--- src/rtl/lsu_mstage.sv ---
// Memory stage load/store unit: one AXI4-Lite access per accepted request.
// Optional macro LSU_ALIGN_CHECK_EN rejects misaligned half/word accesses.
module lsu_mstage (
  input  logic        clk,
  input  logic        rst,
  input  logic        in_valid,
  output logic        in_ready,
  input  logic        mvalid,
  input  logic        mwen,
  input  logic [7:0]  mwmask,
  input  logic [2:0]  mrtype,
  input  logic [31:0] addr,
  input  logic [31:0] wdata_in,
  output logic [31:0] araddr,
  output logic        arvalid,
  input  logic        arready,
  input  logic [31:0] rdata,
  input  logic [1:0]  rresp,
  input  logic        rvalid,
  output logic        rready,
  output logic [31:0] awaddr,
  output logic        awvalid,
  input  logic        awready,
  output logic [31:0] wdata,
  output logic [3:0]  wstrb,
  output logic        wvalid,
  input  logic        wready,
  input  logic [1:0]  bresp,
  input  logic        bvalid,
  output logic        bready,
  output logic        out_valid,
  input  logic        out_ready,
  output logic [31:0] load_data,
  output logic        mem_err,
  output logic        misalign
);

  typedef enum logic [2:0] {
    IDLE, RD_ADDR, RD_DATA, WR_REQ, WR_RESP, DONE
  } state_t;

  state_t      state_q, state_d;
  logic        mwen_q, mwen_d;
  logic [3:0]  mwmask_q, mwmask_d;
  logic [2:0]  mrtype_q, mrtype_d;
  logic [31:0] addr_q, addr_d;
  logic [31:0] wdata_q, wdata_d;
  logic        aw_done_q, aw_done_d;
  logic        w_done_q, w_done_d;
  logic [31:0] load_data_q, load_data_d;
  logic        mem_err_q, mem_err_d;
  logic        misalign_q, misalign_d;
  logic        mis_in;
  logic        aw_hs, w_hs;
  logic        unused_mask_hi;

  assign unused_mask_hi = ^mwmask[7:4];

  function automatic logic [31:0] ld_ext(
    input logic [2:0]  rt,
    input logic [31:0] rd,
    input logic [1:0]  off
  );
    logic [31:0] sh;
    sh = rd >> {off, 3'b000};
    case (rt)
      3'd0:    ld_ext = {{24{sh[7]}}, sh[7:0]};
      3'd1:    ld_ext = {{16{sh[15]}}, sh[15:0]};
      3'd2:    ld_ext = sh;
      3'd4:    ld_ext = {24'd0, sh[7:0]};
      3'd5:    ld_ext = {16'd0, sh[15:0]};
      default: ld_ext = 32'd0;
    endcase
  endfunction

`ifdef LSU_ALIGN_CHECK_EN
  logic is_half, is_word;
  // Access size: stores by byte mask, loads by load type
  always_comb begin
    if (mwen) begin
      is_half = (mwmask[3:0] == 4'h3);
      is_word = (mwmask[3:0] == 4'hf);
    end else begin
      is_half = (mrtype == 3'd1) || (mrtype == 3'd5);
      is_word = (mrtype == 3'd2);
    end
    mis_in = mvalid & ((is_half & addr[0]) |
                       (is_word & (|addr[1:0])));
  end
`else
  assign mis_in = 1'b0;
`endif

  assign in_ready  = (state_q == IDLE);
  assign out_valid = (state_q == DONE);
  assign araddr    = addr_q;
  assign arvalid   = (state_q == RD_ADDR);
  assign rready    = (state_q == RD_DATA);
  assign awaddr    = addr_q;
  assign awvalid   = (state_q == WR_REQ) & ~aw_done_q;
  assign wvalid    = (state_q == WR_REQ) & ~w_done_q;
  assign wstrb     = mwmask_q << addr_q[1:0];
  assign wdata     = wdata_q << {addr_q[1:0], 3'b000};
  assign bready    = (state_q == WR_RESP);
  assign load_data = load_data_q;
  assign mem_err   = mem_err_q;
  assign misalign  = misalign_q;
  assign aw_hs     = awvalid & awready;
  assign w_hs      = wvalid & wready;

  // Next-state and captured-field logic
  always_comb begin
    state_d     = state_q;
    mwen_d      = mwen_q;
    mwmask_d    = mwmask_q;
    mrtype_d    = mrtype_q;
    addr_d      = addr_q;
    wdata_d     = wdata_q;
    aw_done_d   = aw_done_q;
    w_done_d    = w_done_q;
    load_data_d = load_data_q;
    mem_err_d   = mem_err_q;
    misalign_d  = misalign_q;
    unique case (state_q)
      IDLE: begin
        if (in_valid) begin
          mwen_d      = mwen;
          mwmask_d    = mwmask[3:0];
          mrtype_d    = mrtype;
          addr_d      = addr;
          wdata_d     = wdata_in;
          aw_done_d   = 1'b0;
          w_done_d    = 1'b0;
          load_data_d = 32'd0;
          mem_err_d   = 1'b0;
          misalign_d  = mis_in;
          if (!mvalid || mis_in) state_d = DONE;
          else if (mwen)         state_d = WR_REQ;
          else                   state_d = RD_ADDR;
        end
      end
      RD_ADDR: begin
        if (arready) state_d = RD_DATA;
      end
      RD_DATA: begin
        if (rvalid) begin
          load_data_d = ld_ext(mrtype_q, rdata, addr_q[1:0]);
          mem_err_d   = |rresp;
          state_d     = DONE;
        end
      end
      WR_REQ: begin
        aw_done_d = aw_done_q | aw_hs;
        w_done_d  = w_done_q | w_hs;
        if (aw_done_d && w_done_d) state_d = WR_RESP;
      end
      WR_RESP: begin
        if (bvalid) begin
          mem_err_d = |bresp;
          state_d   = DONE;
        end
      end
      DONE: begin
        if (out_ready) begin
          load_data_d = 32'd0;
          mem_err_d   = 1'b0;
          misalign_d  = 1'b0;
          state_d     = IDLE;
        end
      end
      default: state_d = IDLE;
    endcase
  end

  // State and field registers, synchronous reset
  always_ff @(posedge clk) begin
    if (rst) begin
      state_q     <= IDLE;
      mwen_q      <= 1'b0;
      mwmask_q    <= 4'd0;
      mrtype_q    <= 3'd0;
      addr_q      <= 32'd0;
      wdata_q     <= 32'd0;
      aw_done_q   <= 1'b0;
      w_done_q    <= 1'b0;
      load_data_q <= 32'd0;
      mem_err_q   <= 1'b0;
      misalign_q  <= 1'b0;
    end else begin
      state_q     <= state_d;
      mwen_q      <= mwen_d;
      mwmask_q    <= mwmask_d;
      mrtype_q    <= mrtype_d;
      addr_q      <= addr_d;
      wdata_q     <= wdata_d;
      aw_done_q   <= aw_done_d;
      w_done_q    <= w_done_d;
      load_data_q <= load_data_d;
      mem_err_q   <= mem_err_d;
      misalign_q  <= misalign_d;
    end
  end

endmodule
--- config.mk ---
export PLATFORM = sky130hd
export DESIGN_NAME = lsu_mstage
export DESIGN_NICKNAME = d
export VERILOG_FILES = /design/src/rtl/lsu_mstage.sv
export SDC_FILE = /design/constraint.sdc
export NUM_CORES = 1
export LEC_CHECK = 0
export CAP_MARGIN = 20
export CORE_MARGIN = 2
export CORE_UTILIZATION = 41
export DETAILED_ROUTE_END_ITERATION = 12
export MAX_ROUTING_LAYER = met4
export PLACE_DENSITY = 0.84
export SLEW_MARGIN = 40
export SYNTH_ARGS = -nofsm -noshare
export SYNTH_HDL_FRONTEND = slang
export SYNTH_SLANG_ARGS = --single-unit
export TNS_END_PERCENT = 10
--- constraint.sdc ---
create_clock -name clk -period 2.19 [get_ports clk]
set_input_delay 0.3285 -clock clk [delete_from_list [all_inputs] [get_ports clk]]
set_output_delay 0.3285 -clock clk [all_outputs]
set_load 0.05 [all_outputs]
==> out/metrics.cfg <==
[outcome]
outcome = completed

[yosys]
synth_nets = 755
synth_area_leaders = dfxtp_1, nand2_1, a21oi_1
ys_seq_area_share_pct = 41.1
async_reset_ff_share_pct = 0
synth.most_common_cell = nand2_1
synth_top_cell_by_area = dfxtp_1
synthSimpleGateAreaFrac_pct = 18.9
synth-compound-area-share_pct = 19.5
yosys.area.top_type_share_pct = 41.1
yosysWarnings = 0
synthAdderAreaFrac_pct = 0
muxShareOfSynthArea_pct = 11.1
synth-xor-area-share_pct = 0
avgSynthCellArea_um2 = 8.39
synth_top_family_by_area = compound AO/OA/AOI/OAI gates
synth_flop_cell = dfxtp_1
synth_area_um2 = 5310
yosys-top-cells-count = nand2_1, dfxtp_1, a21oi_1
synth_seq_cells = 109
synth_edf_count = 0
synthCells = 633
yosysUniqueCellTypes = 45

[cells_and_area]
syn_to_final_growth_pct = 60.9
postLayoutCoreUtil_pct = 67.7
layout.nets = 967
postLayoutCellArea_um2 = 8550
n_antenna_cell = 0
instances_no_fill = 1022
drive_gt1_share_pct = 16.2

[place]
dpl_cell_area_um2 = 8230
port_buffers = 257
gp_congestion = 0.920
dpl.hpwl_um = 12400
placed_cells = 1006

[setup_path]
crit_arrival_ps = 1830
critPathLaunch = araddr[1]$_SDFFE_PP0P_
worst-path-max-fanout = 36
critPathKind = flop to output pin
ff2ff_path_depth = 5
r2r-end = load_data[21]$_SDFFE_PP0P_
crit_path_start_kind = flop
r2r_start = state_q[1]$_SDFFE_PP0P_
cp-end-kind = output pin
cpMostUsedCell = buf_12
crit_chain = buf_12, mux2i_1, a21oi_4, buf_12
worst_path_max_delay_cell = dfxtp_2
critPathRequiredTime_ps = 1860
critPathMaxStageDelay_ps = 480
r2r_setup_slack_ps = 340

[route]
routed_wl_um = 17100
antenna_left = 0
dr.pass1.iters = 6
first_iter_violations = 379
via_count = 5351
wire_per_inst_um = 16.7
drc = 0
vias_per_cell = 5.24

[power]
p_per_area_nw_per_um2 = 1180
p_leak_nw = 3.19
irDropWorstVdd_mv = 0.736

[clocking]
cts_tree = done
cts-htree-levels = 3
cts-root-buf = clkbuf_16
clk_pin_slew_ps = 70
clk_path_buf_depth = 2
clkSinkCount = 109
clock_latency_ps = 340
cts_buffers = 9
hold_buffers = 0

[floorplanning]
rows = 41
dieHeight_um = 118
io_pins = 263
dieArea_um2 = 13900
initial_utilization_pct = 42.1
core_area_um2 = 12600
die_x_um = 118

[min_path]
hold_end = mem_err$_SDFFE_PP0P_
hp-start = rst
hold_class = input pin to flop
worstHoldPathCells = 3

[timing]
holdWs_ps = 375
fin_crit_sh_pct = 98.5
finalSetupTns_ps = 0
worst_pin_slew_ps = 773
fmax_ghz = 0.463
slew-limit-headroom_pct = 48.5
slew_violations = 0
layout_min_cycle_time_ps = 2160
finalHoldViolCount = 0
setup_viol = 0
skew_ps = 5.71
rsz0062_at_grt = yes

[global_route]
antenna_found_initial = 0
grt_first_pass_wirelength_um = 27000
grt_use_total_pct = 24.5
grt-ovfl-total = 0
grt_max_degree = 74
grt_pass1_vias = 5188

[flow_run]
maxCapViolations = 0

-- how the worst max path moves through the flow --
stage                            endpoint  slack (ps)  cells past startpoint
6_report                         wstrb[3]          30                      4
3_5_place_dp   load_data[26]$_SDFFE_PP0P_          -7                      5
5_1_grt                         wdata[18]         -60                      4
3_3_place_gp   load_data[29]$_SDFFE_PP0P_          30                      5
2_1_floorplan                   wdata[16]          -3                      5
4_1_cts                         wdata[30]          20                      5
-- routing by layer --
metal / share of wire [%] / track usage [%]
met3: 6.1 / 4.17
met1: 43 / 30.1
met4: 1.9 / 8.21
met5: 0 / -
met2: 49 / 41.0
-- per-stage QoR --
stage	setup slack, ps	power (W)
floorplan	-2.79	0.00653
global placement	27.4	0.00845
detailed placement	-6.80	0.00852
CTS	24.7	0.0102
global route	-63.3	0.0105
finish	32.3	0.0101
-- report_power, final --
part           internal, W  total, W  leakage, nW  switching, W
clock             0.000893   0.00161        0.148      0.000718
sequential         0.00235   0.00269        0.890      0.000339
combinational      0.00221   0.00580         2.15       0.00359
total              0.00545    0.0101         3.19       0.00465
-- registers in the layout, summed over array words and instances (netlist names) --
name	flops
araddr	32
load_data	32
wdata_q	32
mwmask_q	4
mrtype_q	3
state_q	3
aw_done_q	1
mem_err	1
w_done_q	1
-- cells in the final DEF, fill, tap and decap left out, types with 13 or more instances in the layout --
master / instances
a221o_1: 16
nor2_1: 21
buf_12: 29
and2_1: 13
clkdlybuf4s50_1: 211
nand2_1: 153
a21oi_1: 71
mux2i_1: 30
nor2b_1: 13
dfxtp_1: 107
buf_4: 40
-- worst max-delay path, delay by kind of cell, from the launching register on --
family / cells / cell delay (ps)
compound gates: 1 / 120
buf+inv: 2 / 440
flops: 1 / 480
mux: 1 / 430
-- final cells by class --
| class | instances | area [µm²] |
|---|---|---|
| repair buffers | 283 | 3020 |
| clock buffers | 13 | 280 |
| well taps | 172 | 215 |
| multi-input cells | 440 | 2820 |
| inverters | 2 | 7.51 |
| clock inverters | 3 | 17.5 |
| flip-flops and latches | 109 | 2190 |
| fillers | 1024 | 4070 |
-- logic make-up (layout without fill, tap and decap cells) --
kind of cell	after synthesis	after routing
buffers and inverters	84	301
DFF	109	109
and+or+nand+nor	233	233
AOI/OAI and AO/OA	158	158
muxes	48	48
other	1	1
-- repair_timing --
action,in CTS,in global routing
setup endpoints to repair,0,21
buffers inserted,0,0
gates resized for setup,0,3
Power figures use the tool's default switching activity.
